$ cat src/rtl/execute_stage.sv
// Execute stage of the 5-stage MIPS pipeline: forwarding muxes, ALU, dest select, iterative MDU with HI/LO.
// Optional divider is compiled in when MDU_DIV_EN is defined.
module execute_stage #(
   parameter int DATA_WIDTH = 32,
   parameter int CNT_WIDTH  = 6
) (
   input  logic                  CLK,
   input  logic                  RST,
   input  logic [DATA_WIDTH-1:0] RD1E,
   input  logic [DATA_WIDTH-1:0] RD2E,
   input  logic [DATA_WIDTH-1:0] SignImmE,
   input  logic [4:0]            RtE,
   input  logic [4:0]            RdE,
   input  logic                  RegDstE,
   input  logic                  ALUSrcE,
   input  logic [2:0]            ALUControlE,
   input  logic [1:0]            ForwardAE,
   input  logic [1:0]            ForwardBE,
   input  logic [DATA_WIDTH-1:0] ALUOutM,
   input  logic [DATA_WIDTH-1:0] ResultW,
   input  logic                  MdStartE,
   input  logic                  MdOpE,
   output logic [DATA_WIDTH-1:0] ALUOutE,
   output logic [DATA_WIDTH-1:0] WriteDataE,
   output logic [4:0]            WriteRegE,
   output logic                  ZeroE,
   output logic                  MdBusyE,
   output logic                  MdDoneE,
   output logic [DATA_WIDTH-1:0] HiE,
   output logic [DATA_WIDTH-1:0] LoE
);

   typedef enum logic [1:0] {S_IDLE, S_ITER, S_DONE} state_t;

   state_t                r_state;
   logic [CNT_WIDTH-1:0]  r_cnt;
   logic [DATA_WIDTH-1:0] r_opa, r_opb, r_acc, r_hi, r_lo;
   logic                  r_busy, r_done, r_div;

   logic [DATA_WIDTH-1:0] w_srca, w_srcb, w_wd;
   logic [DATA_WIDTH:0]   w_sum;
   logic [DATA_WIDTH-1:0] w_acc_nxt, w_opb_nxt;

   always_comb begin
      case (ForwardAE)
         2'b01:   w_srca = ResultW;
         2'b10:   w_srca = ALUOutM;
         default: w_srca = RD1E;
      endcase
      case (ForwardBE)
         2'b01:   w_wd = ResultW;
         2'b10:   w_wd = ALUOutM;
         default: w_wd = RD2E;
      endcase
      w_srcb = ALUSrcE ? SignImmE : w_wd;
   end

   always_comb begin
      case (ALUControlE)
         3'b000:  ALUOutE = w_srca & w_srcb;
         3'b001:  ALUOutE = w_srca | w_srcb;
         3'b010:  ALUOutE = w_srca + w_srcb;
         3'b110:  ALUOutE = w_srca - w_srcb;
         3'b111:  ALUOutE = {{(DATA_WIDTH-1){1'b0}}, ($signed(w_srca) < $signed(w_srcb))};
         default: ALUOutE = '0;
      endcase
   end

   assign ZeroE      = (ALUOutE == '0);
   assign WriteDataE = w_wd;
   assign WriteRegE  = RegDstE ? RdE : RtE;

`ifdef MDU_DIV_EN
   logic [DATA_WIDTH:0] w_shift, w_diff;
`else
   logic w_unused_op;
   assign w_unused_op = MdOpE;
`endif

   // Multiply: {r_acc, r_opb} is the product register, multiplier bits shift out of r_opb.
   // Divide: r_acc is the partial remainder, quotient bits shift into r_opb.
   always_comb begin
      w_sum     = {1'b0, r_acc} + {1'b0, (r_opb[0] ? r_opa : '0)};
      w_acc_nxt = w_sum[DATA_WIDTH:1];
      w_opb_nxt = {w_sum[0], r_opb[DATA_WIDTH-1:1]};
`ifdef MDU_DIV_EN
      w_shift = {r_acc, r_opb[DATA_WIDTH-1]};
      w_diff  = w_shift - {1'b0, r_opa};
      if (r_div) begin
         if (!w_diff[DATA_WIDTH]) begin
            w_acc_nxt = w_diff[DATA_WIDTH-1:0];
            w_opb_nxt = {r_opb[DATA_WIDTH-2:0], 1'b1};
         end else begin
            w_acc_nxt = w_shift[DATA_WIDTH-1:0];
            w_opb_nxt = {r_opb[DATA_WIDTH-2:0], 1'b0};
         end
      end
`endif
   end

   always_ff @(posedge CLK) begin
      if (RST) begin
         r_state <= S_IDLE;
         r_cnt   <= '0;
         r_opa   <= '0;
         r_opb   <= '0;
         r_acc   <= '0;
         r_hi    <= '0;
         r_lo    <= '0;
         r_busy  <= 1'b0;
         r_done  <= 1'b0;
         r_div   <= 1'b0;
      end else begin
         case (r_state)
            S_IDLE: begin
               r_done <= 1'b0;
               if (MdStartE) begin
`ifdef MDU_DIV_EN
                  // divisor sits in r_opa, dividend shifts through r_opb
                  r_opa <= MdOpE ? w_wd : w_srca;
                  r_opb <= MdOpE ? w_srca : w_wd;
                  r_div <= MdOpE;
`else
                  r_opa <= w_srca;
                  r_opb <= w_wd;
                  r_div <= 1'b0;
`endif
                  r_acc   <= '0;
                  r_cnt   <= CNT_WIDTH'(DATA_WIDTH);
                  r_busy  <= 1'b1;
                  r_state <= S_ITER;
               end
            end
            S_ITER: begin
               r_acc <= w_acc_nxt;
               r_opb <= w_opb_nxt;
               r_cnt <= r_cnt - 1'b1;
               if (r_cnt == CNT_WIDTH'(1)) begin
                  r_busy  <= 1'b0;
                  r_done  <= 1'b1;
                  r_state <= S_DONE;
               end
            end
            S_DONE: begin
               r_hi    <= r_acc;
               r_lo    <= r_opb;
               r_done  <= 1'b0;
               r_state <= S_IDLE;
            end
            default: begin
               r_busy  <= 1'b0;
               r_done  <= 1'b0;
               r_state <= S_IDLE;
            end
         endcase
      end
   end

   assign MdBusyE = r_busy;
   assign MdDoneE = r_done;
   assign HiE     = r_hi;
   assign LoE     = r_lo;

endmodule

$ cat config.mk
export PLATFORM = sky130hd
export DESIGN_NAME = execute_stage
export DESIGN_NICKNAME = d
export VERILOG_FILES = /design/src/rtl/execute_stage.sv
export SDC_FILE = /design/constraint.sdc
export NUM_CORES = 1
export LEC_CHECK = 0
export CAP_MARGIN = 40
export CORE_UTILIZATION = 50
export CTS_BUF_LIST = sky130_fd_sc_hd__clkbuf_8
export CTS_CLUSTER_DIAMETER = 50
export DETAILED_ROUTE_END_ITERATION = 8
export PLACE_DENSITY_LB_ADDON = 0.1
export SYNTH_ARGS = -nofsm -noshare
export SYNTH_HDL_FRONTEND = slang
export SYNTH_SLANG_ARGS = --single-unit
$ cat constraint.sdc
create_clock -name CLK -period 29 [get_ports CLK]
set_input_delay 8.7 -clock CLK [delete_from_list [all_inputs] [get_ports CLK]]
set_output_delay 8.7 -clock CLK [all_outputs]
set_load 0.02 [all_outputs]
# ---- Yosys cells after proc, flatten, opt, wreduce, memory -nomap -nowiden
# Index checks and enable logic that the tools add are counted.
dict set report classes {
  n_bitwise 4
  n_reduce_logical 9
  n_eq_ne 13
  addsub 4
  order_cmp 1
  n_mux 18
}
# operator n
set ops {}
lappend ops {{$pmux W32 S2} 4}
lappend ops {{$pmux W32 S5} 1}
lappend ops {{$mux W32} 4}
lappend ops {{$add A32 B32 Y33} 1}
lappend ops {{$add A32 B32 Y32} 1}
lappend ops {{$and A32 B32 Y32} 1}
lappend ops {{$logic_not A32 Y1} 1}
lappend ops {{$lt A32 B32 Y1} 1}
lappend ops {{$or A32 B32 Y32} 1}
lappend ops {{$sub A32 B32 Y32} 1}
lappend ops {{$pmux W6 S2} 1}
lappend ops {{$eq A2 B1 Y1 const B} 3}
lappend ops {{$eq A2 B2 Y1 const B} 3}
lappend ops {{$eq A3 B3 Y1 const B} 2}
lappend ops {{$eq A6 B1 Y1 const B} 1}
lappend ops {{$mux W6} 1}
lappend ops {{$reduce_and A2 Y1} 3}
lappend ops {{$sub A6 B1 Y6 const B} 1}
lappend ops {{$mux W5} 1}
lappend ops {{$mux W2} 2}
lappend ops {{$ne A2 B2 Y1 const B} 2}
lappend ops {{$pmux W2 S2} 1}
lappend ops {{$eq A3 B1 Y1 const B} 1}
lappend ops {{$eq A3 B2 Y1 const B} 1}
lappend ops {{8 further kinds} 10}
dict set report word_totals {
  wordCells 58
  reg_bits 170
}

# ---- Longest topological paths before layout
# Gate-level depths: netlist (run 1).
dict set report depth {
  depth_word 6
  depth_mapped 22
  ltp_nobuf 20
}

# ---- Least setup slack after synthesis (run 1)
# OpenSTA, ideal clock, no wires.
dict set report synth_timing {
  path_kind {input to output}
  start {input ForwardBE[0]}
  end {output ZeroE}
  path_slack_ps 6592
  t_arrival_ps 13708
  cell_stages 20
  cell_sequence {inv_1 -> ha_1 -> clkbuf_1 -> clkbuf_1 -> o21ai_0 -> mux2_2 -> ha_1 -> inv_1 -> fa_1 -> nand2b_1 -> a211o_1 -> a21boi_1 -> o31ai_1 -> or4_1 -> or4_1 -> or4_1 -> nand4bb_1 -> and4b_1 -> nand4_1 -> nor3_2}
}
dict set report synth_between {
  elab_chain_cells 6
}
# element line
set synth_lines {}
lappend synth_lines {{start: declaration} 18} ;# input logic [1:0] ForwardBE,
lappend synth_lines {{$eq A2 B2 Y1 / $eq A2 B1 Y1 (equally long branches)} 50} ;# case (ForwardBE)
lappend synth_lines {{$pmux W32 S2 *} 50}
lappend synth_lines {{net WriteDataE[0]} 24} ;# output logic [DATA_WIDTH-1:0] WriteDataE,
lappend synth_lines {{$mux W32 *} 55} ;# w_srcb = ALUSrcE ? SignImmE : w_wd;
lappend synth_lines {{$sub A32 B32 Y32 / $add A32 B32 Y32 (equally long branches)} {63, 62}}
lappend synth_lines {{$pmux W32 S5 *} 59} ;# case (ALUControlE)
lappend synth_lines {{net ALUOutE[4]} 23} ;# output logic [DATA_WIDTH-1:0] ALUOutE,
lappend synth_lines {{$logic_not A32 Y1 *} 69} ;# assign ZeroE = (ALUOutE == '0);
lappend synth_lines {{end: declaration} 26} ;# output logic ZeroE,
# The timed path passes the listed nets; every way through them passes the cells marked *.

# ---- Final worst setup path (run 1)
dict set report layout_timing {
  start {input ForwardBE[0]}
  end {output ZeroE}
}
dict set report layout_between {
  elab_chain_cells 6
}
# element line
set layout_lines {}
lappend layout_lines {{$eq A2 B2 Y1 / $eq A2 B1 Y1 (equally long branches)} 50}
lappend layout_lines {{$pmux W32 S2 *} 50}
lappend layout_lines {{$mux W32 *} 55}
lappend layout_lines {{$sub A32 B32 Y32 (tied with other cells)} 63} ;# 3'b110: ALUOutE = w_srca - w_srcb;
lappend layout_lines {{$pmux W32 S5 *} 59}
lappend layout_lines {{$logic_not A32 Y1 *} 69}
# Every way passes the cells marked *; elsewhere a longest branch is shown, timed or not.

==> results of run 1 <==
cells in the mapped netlist (all sizes together) (14+ instances only):
cell    instances
a22oi          99
nand2         387
dfxtp         170
o21a           16
nor2b          14
o22ai          18
and2           36
a21o           32
o21ai         160
nand3          15
nor2           98
buf            21
clkbuf        106
mux2           39
nor4           15
a21oi         231
inv           108
nor3           23
xnor2          34
xor2           21
ha            135
o21bai         14
per-stage QoR:
step / std cells / power (mW) / hold slack [ns] / util (%)
after detailed placement: 2591 / 0.592 / 0.443 / 63.7
final: 2623 / 0.772 / 0.456 / 65.2
after floorplan: 1972 / 0.459 / 0.432 / -
after global routing: 2623 / 0.808 / 0.473 / 65.2
after CTS: 2623 / 0.764 / 0.456 / 65.2
after global placement: 2577 / 0.587 / 0.438 / 63.2
critical path, delay by kind of cell:
kind                     cells  cell delay, ns
AND/OR/NAND/NOR              6            1.18
AO/OA/AOI/OAI                6            2.51
adder cells (fa/ha/maj)      2            1.24
buffers and inverters        4            1.25
multiplexers                 1            0.47
routing by layer:
| layer | global-route usage [%] | up-vias | share of wire, % |
|---|---|---|---|
| met4 | 16.3 | 0 | 4.2 |
| li1 | - | 7456 | - |
| met2 | 61.1 | 672 | 47 |
| met1 | 47.3 | 7458 | 42 |
| met5 | 0 | - | 0 |
| met3 | 6.02 | 106 | 7.1 |
power groups by stage:
stage / combinational [mW] / clock, mW / sequential, mW
2_1_floorplan: 0.209 / 0 / 0.251
3_3_place_gp: 0.334 / 0 / 0.252
5_1_grt: 0.374 / 0.186 / 0.248
6_report: 0.349 / 0.175 / 0.247
4_1_cts: 0.342 / 0.175 / 0.247
3_5_place_dp: 0.340 / 0 / 0.252
cells by family (layout without fill, tap and decap cells):
family | count (synthesis) | after routing | share of synthesized area [%]
compound gates | 680 | 680 | 29.8
xor+xnor | 55 | 55 | 3.47
fa+ha+maj | 138 | 138 | 12.4
buf+inv | 236 | 509 | 6.37
flops | 170 | 170 | 24.2
mux | 44 | 44 | 3.47
simple gates | 649 | 649 | 20.3
worst max path at each step:
stage / startpoint / endpoint / depth (start not counted)
6_report: ForwardBE[0] / ZeroE / 19
5_1_grt: ForwardBE[0] / ZeroE / 19
4_1_cts: ForwardBE[0] / ZeroE / 19
3_5_place_dp: ForwardBE[0] / ZeroE / 19
3_3_place_gp: ForwardBE[0] / ZeroE / 19
2_1_floorplan: ForwardBE[0] / ZeroE / 20
flip-flops by register name, indices dropped and copies added, names as in the netlist:
| name | cells |
|---|---|
| HiE | 32 |
| LoE | 32 |
| r_acc | 32 |
| r_opa | 32 |
| r_opb | 32 |
| r_cnt | 6 |
| r_state | 2 |
| MdBusyE | 1 |
| MdDoneE | 1 |
cell type report:
| cell class | count | area (sq um) | share of cell area, % |
|---|---|---|---|
| Clock buffer | 17 | 234 | 1.29 |
| Sequential cell | 170 | 3400 | 18.8 |
| Timing Repair Buffer | 368 | 3600 | 19.9 |
| Inverter | 109 | 409 | 2.26 |
| Tap cell | 378 | 473 | 2.61 |
| Clock inverter | 15 | 164 | 0.906 |
| Multi-Input combinational cell | 1566 | 9820 | 54.2 |
==> flow_summary.ini, run 1 <==
[clock_tree]
post-cts-setup-buffer-count = 0
cts_tree = yes
root_buffer = clkbuf_8
insertion_delay_ns = 0.50
clk_pin_slew_ns = 0.09
cts-htree-levels = 4
cts_buffers = 17
ctsHoldBuffers = 0
cts_buffer_depth = 2
cts_resized = 0
cts.sinks = 170

[yosys]
ys.flop_type = dfxtp_1
yosys.area.top_type = dfxtp_1
ys_types = 80
synth.top_cell.area_share_pct = 24.2
syn_avg_cell_area_sq_um = 7.14
yosysWarnings = 0
seq_area_frac_synth_pct = 24.2
async_reset_ff_share_pct = 0
synth_edf_count = 0
syn-num-nets = 2293
netlist_instances = 1972
syn_area_sq_mm = 0.0141
yosys-top-cells-area = dfxtp_1 24%, ha_1 12%, nand2_1 10%
ys_ff_latch = 170

[final_layout]
final_cell_mix = 387 x nand2_1, 316 x clkdlybuf4s50_1, 231 x a21oi_1, 170 x dfxtp_1, 158 x o21ai_0
n_antenna_cell = 0
area_delta_synth_final_pct = 28.5
mostFrequentLayoutCell = nand2_1
fin_area_sq_mm = 0.0181
fillers = 2559
fin_nets = 2553
drive_above_1_share_pct = 6.50

[sta]
fin_crit_ns = 24.10
fmax_ghz = 0.0415
worst_slew_pin_slew_ns = 1.03
hold_viol = 0
clock_skew_ns = 0.0197
finalSetupTns_ns = 0
worst_slack_ns = 4.90
slew_headroom_pct = 30.9
maxSlewViolCount = 0
setup_viol = 0
rsz0062_at_grt = no
fin_crit_sh_pct = 83.1

[setup_path]
max_stage_delay_ns = 0.75
critPathMaxFanout = 39
path_cells = clkdlybuf4s50_1 -> inv_1 -> ha_2 -> o21ai_0 -> mux2_2 -> ha_1 -> inv_1 -> a2111oi_0 -> o21ai_0 -> nand2_1 -> nor3_1 -> o31ai_1 -> nand3b_1 -> o211a_1 -> nor4b_1 -> o2111a_1 -> nand4_1 -> nor3_2 -> clkdlybuf4s50_1
timing.rr.end = r_acc[29]
r2r_start = r_opb[0]
cp_slowest_cell = ha_2
reg2regPathDepth = 15
startpoint_type = input pin
regToRegSetupSlack_ns = 24.74
worstPathArrival_ns = 15.40
crit_required_ns = 20.30
worstSetupPathType = in -> out
crit_path_end_kind = output port

[power_and_ir_drop]
cellPowerDensity_mw_per_mm2 = 42.6
comb_power_share_pct = 45.3
vdd_ir_drop_max_uv = 24.6
power.switching_mw = 0.313
p_clk_share_pct = 22.7
p_sw_share_pct = 40.6
intPower_mw = 0.458
pwr-share-seq_pct = 32.0
p_leak_nw = 7.16

[placed_design]
gp_congestion = 1.00
placed_cell_area_sq_mm = 0.0177
dp_slack_ns = 5.07
dp_hpwl_um = 41600
portBuffers = 317

[floorplan]
die_h_um = 170
io-pin-count = 319
die_x_um = 170
dieArea_sq_mm = 0.0289
core_area_sq_mm = 0.0278
row_count = 61
start_util_pct = 50.7

[global_route]
grt_max_degree = 69
grt_first_pass_wirelength_um = 82200
grt_pass1_vias = 14600
antenna_found_initial = 0
grt_use_total_pct = 37.0
grt_overflow = 0

[min_path]
hold_path_class = reg -> reg
holdCritStartpoint = HiE[17]
holdPathEnd = HiE[17]
hold_depth = 2

[routing]
drtPass1Iterations = 5
routed_wirelength_um = 54400
drc = 0
wl_per_cell_um = 20.7
vias_per_cell = 5.98
drt-initial-drc-count = 1424
ant_nets = 0
num_vias = 15700

[run_status]
status = finished clean

[job]
drv_cap = 0
Note: power is estimated with default switching activity, not from simulation.
==> run 2, diff against run 1 <==
Settings changed: CORE_UTILIZATION 50 to 48.
Clock period 29 ns to 19.73 ns, I/O delays scaled along.
==> run 2 against run 1 <==
Non-clock buffer count up 4. Wire length rose by 1.0%. Clock power grew 52%. Critical path depth is 2 higher. Power up 48%. Count of clock-buffer cells in the layout rose by 2. First-iteration DRC count decreased by 0.77%. Via count fell by 0.51%. Register-to-register slack lost 9.3 ns. Critical endpoint is now ALUOutE[30]. Largest power group unchanged.
==> flow_summary.ini, run 2 (same netlist as run 1, synthesis figures left out) <==
[routing]
routed_wirelength_um = 54900
ant_nets = 0
num_vias = 15600
wl_per_cell_um = 20.9
drtPass1Iterations = 6
drt-initial-drc-count = 1413
drc = 0
vias_per_cell = 5.93

[sta]
rsz0062_at_grt = no
hold_viol = 0
slew_headroom_pct = 36.1
fmax_ghz = 0.0537
clock_skew_ns = 0.0267
worst_slew_pin_slew_ns = 0.949
maxSlewViolCount = 0
finalSetupTns_ns = 0
fin_crit_sh_pct = 94.4
fin_crit_ns = 18.62
setup_viol = 0

[global_route]
antenna_found_initial = 1
grt_max_degree = 72
grt_first_pass_wirelength_um = 83400
grt_use_total_pct = 35.5
grt_pass1_vias = 14700
grt_overflow = 0

[clock_tree]
clk_pin_slew_ns = 0.09
ctsHoldBuffers = 0
cts.sinks = 170
cts_buffers = 17
cts_tree = yes
cts_resized = 0
root_buffer = clkbuf_8
cts_buffer_depth = 2
post-cts-setup-buffer-count = 0
cts-htree-levels = 4
insertion_delay_ns = 0.49

[power_and_ir_drop]
vdd_ir_drop_max_uv = 39.6
p_sw_share_pct = 40.3
intPower_mw = 0.683
total_power_mw = 1.15
power.switching_mw = 0.462
comb_power_share_pct = 45.1
pwr-share-seq_pct = 31.7
p_leak_nw = 7.18
p_clk_share_pct = 23.3
cellPowerDensity_mw_per_mm2 = 63.2

[run_status]
status = finished clean

[floorplan]
die_x_um = 173
core_area_sq_mm = 0.0288
start_util_pct = 49.0
row_count = 62
die_h_um = 173
io-pin-count = 319
dieArea_sq_mm = 0.0300

[setup_path]
critPathMaxFanout = 18
crit_family = compound AO/OA/AOI/OAI gates
cp_common_cell = a21oi_1
max_stage_delay_ns = 0.76
path_buf_inv = 5
cp_slowest_cell = o31ai_1
worstSetupPathType = in -> out
crit_path_end_kind = output port
crit_required_ns = 13.81
worstPathArrival_ns = 12.70
path_cells = clkdlybuf4s50_1 -> inv_1 -> ha_2 -> buf_4 -> a22oi_1 -> o21ai_0 -> mux2_2 -> ha_1 -> inv_1 -> fa_1 -> nand2b_1 -> a21o_1 -> a21oi_1 -> a21oi_1 -> o31ai_1 -> a21oi_1 -> o21ai_0 -> mux2i_1 -> xor2_1 -> o22ai_1 -> clkdlybuf4s50_1
startpoint_type = input pin

[placed_design]
gp_congestion = 1.00
portBuffers = 317
dp_hpwl_um = 42400

[job]
drv_cap = 0

[final_layout]
drive_above_1_share_pct = 6.71
final_cell_mix = 387 x nand2_1, 316 x clkdlybuf4s50_1, 231 x a21oi_1, 170 x dfxtp_1, 158 x o21ai_0
mostFrequentLayoutCell = nand2_1
fillers = 2667
area_delta_synth_final_pct = 28.6
fin_nets = 2557

[min_path]
hold_path_class = reg -> reg
==> run 2: cell count changes in the layout (fill, tap and decap cells not counted), moves of 2 or more <==
cell        change
buf_4           +9
clkinvlp_4      -2
inv_6           +2
clkbuf_8        +2
buf_2           -3
buf_16          -2
==> run 2: power groups by stage <==
stage	clock [mW]	combinational, mW	sequential, mW
floorplan	0	0.307	0.368
global placement	0	0.496	0.371
detailed placement	0	0.501	0.370
CTS	0.269	0.505	0.362
global route	0.283	0.551	0.364
finish	0.266	0.516	0.363
==> run 2: worst min-delay path, cell delays in order, from the launching register on <==
cell and delay, ns:
dfxtp_1 0.32, nand2_1 0.05, a21oi_1 0.05
==> run 2: routing by layer <==
| layer | part of all wire (%) | global-route usage (%) |
|---|---|---|
| met1 | 43 | 45.8 |
| met2 | 47 | 58.5 |
| met3 | 6.3 | 4.91 |
| met4 | 4.4 | 16.3 |
| met5 | 0 | 0 |
==> run 2: area by class of cell <==
class                           count  area, sq um  area share [%]
Antenna cell                        1         2.50          0.0138
Clock buffer                       19          262            1.44
Clock inverter                     13          155           0.856
Inverter                          109          409            2.26
Multi-Input combinational cell   1566         9820            54.2
Sequential cell                   170         3400            18.8
Tap cell                          384          480            2.65
Timing Repair Buffer              372         3590            19.8
==> run 2: final timing paths <==
| path | startpoint | to | slack, ns | depth (start not counted) |
|---|---|---|---|---|
| setup / recovery | ForwardBE[0] | ALUOutE[30] | 1.11 | 21 |
| hold / removal | r_opa[16] | r_opa[16] | 0.45 | 2 |
| setup reg to reg | r_opb[0] | r_acc[29] | 15.46 | 16 |
| hold reg to reg | r_opa[16] | r_opa[16] | 0.45 | 2 |
==> run 2: per-stage QoR <==
stage | util, % | instance area (sq um) | std cells | setup WS (ns) | hold slack (ns)
finish | 63.0 | 18100 | 2634 | 1.11 | 0.454
global route | 63.0 | 18100 | 2634 | 0.985 | 0.466
CTS | 62.9 | 18100 | 2631 | 1.23 | 0.454
detailed placement | 61.5 | 17700 | 2599 | 1.29 | 0.442
global placement | 61.3 | 17600 | 2593 | 1.30 | 0.438
floorplan | - | 14100 | 1972 | 2.88 | 0.432
==> run 3, diff against run 2 <==
Settings changed: CORE_UTILIZATION 48 to 50.
Clock period 19.73 ns to 18.76 ns, I/O delays scaled along.
==> run 3 against run 2 <==
Sequential power increased by 5%. Final area grew 0.42%. Worst hold slack improved by 0.0020 ns. Flip-flop and latch count stayed put. Wire length shrank 1.7%. Non-clock buffer count up 9. Power grew 4.0%. Die area decreased by 4.0%. Via count is 0.46% higher. Critical path depth fell by 1. Cell count up 0.15%. Highest routed layer is now met5. Setup slack lost 0.27 ns.
==> flow_summary.ini, run 3 (same netlist as run 1, synthesis figures left out) <==
[final_layout]
mostFrequentLayoutCell = nand2_1
fin_util_pct = 65.5
fin_nets = 2566
area_delta_synth_final_pct = 29.2
fillers = 2536
final_cell_mix = 387 x nand2_1, 316 x clkdlybuf4s50_1, 231 x a21oi_1, 170 x dfxtp_1, 158 x o21ai_0
drive_above_1_share_pct = 7.09

[global_route]
grt_overflow = 0
grt_first_pass_wirelength_um = 81800
top_usage_layer = met2
grt_max_degree = 90
grt_use_total_pct = 36.6
antenna_found_initial = 3
gr-usage-met2_pct = 59.5
grt_pass1_vias = 14700
use_met1_pct = 47.4
grtUsageMet3_pct = 4.44

[power_and_ir_drop]
comb_power_share_pct = 45.5
power.switching_mw = 0.497
total_power_mw = 1.19
pwr-share-seq_pct = 32.1
p_sw_share_pct = 41.7
p_clk_share_pct = 22.4
p_leak_nw = 7.23
cellPowerDensity_mw_per_mm2 = 65.4
intPower_mw = 0.694
vdd_ir_drop_max_uv = 39.1

[clock_tree]
ctsHoldBuffers = 0
post-cts-setup-buffer-count = 0
cts_tree = yes
insertion_delay_ns = 0.50
cts-htree-levels = 4
cts.sinks = 170
cts_buffer_depth = 2
cts_resized = 0
cts_buffers = 17
root_buffer = clkbuf_8
clk_pin_slew_ns = 0.09

[sta]
fin_crit_ns = 17.92
maxSlewViolCount = 0
slew_headroom_pct = 36.0
fin_crit_sh_pct = 95.5
worst_slew_pin_slew_ns = 0.960
fmax_ghz = 0.0558
hold_viol = 0
finalSetupTns_ns = 0
setup_viol = 0
rsz0062_at_grt = no
clock_skew_ns = 0.0209

[placed_design]
dp_hpwl_um = 41400
portBuffers = 317
gp_congestion = 0.997

[setup_path]
timing.rr.end = r_acc[29]
critPathMaxFanout = 19
crit_required_ns = 13.13
r2r_start = r_opb[0]
worst-path-stages = 20
cp_slowest_cell = ha_1
crit_family = simple AND/OR/NAND/NOR gates
path_cells = clkdlybuf4s50_1 -> ha_1 -> a22oi_1 -> o21ai_0 -> mux2_2 -> ha_1 -> inv_1 -> fa_1 -> nand2b_1 -> a211o_1 -> a21boi_1 -> o31ai_1 -> or4_1 -> or4_1 -> or4_1 -> nand4bb_1 -> and4b_1 -> nand4_1 -> nor3_2 -> clkdlybuf4s50_1
max_stage_delay_ns = 0.80
path_buf_inv = 3
worstPathArrival_ns = 12.29
cp_common_cell = or4_1
reg2regPathDepth = 16
worstSetupPathType = in -> out
startpoint_type = input pin
regToRegSetupSlack_ns = 14.24
crit_path_end_kind = output port
crit_end = ZeroE
crit_start = ForwardBE[0]

[routing]
routed_wirelength_um = 54000
ant_nets = 0
vias_per_cell = 5.95
drc = 0
wl_per_cell_um = 20.5
drtPass1Iterations = 6
drt-initial-drc-count = 1489
num_vias = 15700

[floorplan]
core_area_sq_mm = 0.0278
io-pin-count = 319
die_x_um = 170
row_count = 61
start_util_pct = 50.7
dieArea_sq_mm = 0.0289
die_h_um = 170

[run_status]
status = finished clean

[min_path]
hold_path_class = reg -> reg

[job]
drv_cap = 0
-- run 3: stage by stage --
step / instances / hold slack (ns) / setup slack (ns) / area [sq um]
after floorplan: 1972 / 0.432 / 2.50 / 14100
after global placement: 2597 / 0.439 / 0.990 / 17700
after detailed placement: 2604 / 0.442 / 1.01 / 17800
after CTS: 2636 / 0.457 / 0.961 / 18200
after global routing: 2638 / 0.469 / 0.647 / 18200
final: 2638 / 0.456 / 0.839 / 18200
-- run 3: area by class of cell --
type	instances	area, sq um	area share (%)
Sequential cell	170	3400	18.7
Timing Repair Buffer	381	3690	20.3
Clock inverter	15	171	0.942
Multi-Input combinational cell	1566	9820	53.9
Inverter	109	409	2.25
Clock buffer	17	234	1.29
Tap cell	378	473	2.60
Antenna cell	2	5.00	0.0275
-- run 3: worst min-delay path by stage --
| stage | start | to | slack (ns) | cells past startpoint |
|---|---|---|---|---|
| after floorplan | r_opa[0] | r_opa[0] | 0.43 | 2 |
| after global placement | r_opa[2] | r_opa[2] | 0.44 | 2 |
| after detailed placement | r_opa[19] | r_opa[19] | 0.44 | 2 |
| after CTS | r_opa[22] | r_opa[22] | 0.46 | 2 |
| after global routing | LoE[12] | LoE[12] | 0.47 | 2 |
| final | r_opa[22] | r_opa[22] | 0.46 | 2 |
-- run 3: metal layers --
metal  up-vias  wire [um]  share of wire, %
met1      7342      22600                42
met4         2       2870               5.3
li1       7482          -                 -
met5         -         12             0.022
met2       716      24700                46
met3       142       3840               7.1
-- run 3: tightest hold or removal path: stages (launching register included) --
cell and delay [ns]:
dfxtp_1 0.32, nand2_1 0.05, a21oi_1 0.05
-- run 3: power groups by stage --
stage               Clock (mW)  Sequential (mW)  Combinational, mW
global placement             0            0.390              0.521
CTS                      0.268            0.382              0.531
global route             0.284            0.384              0.579
finish                   0.266            0.382              0.542
floorplan                    0            0.387              0.322
detailed placement           0            0.390              0.527
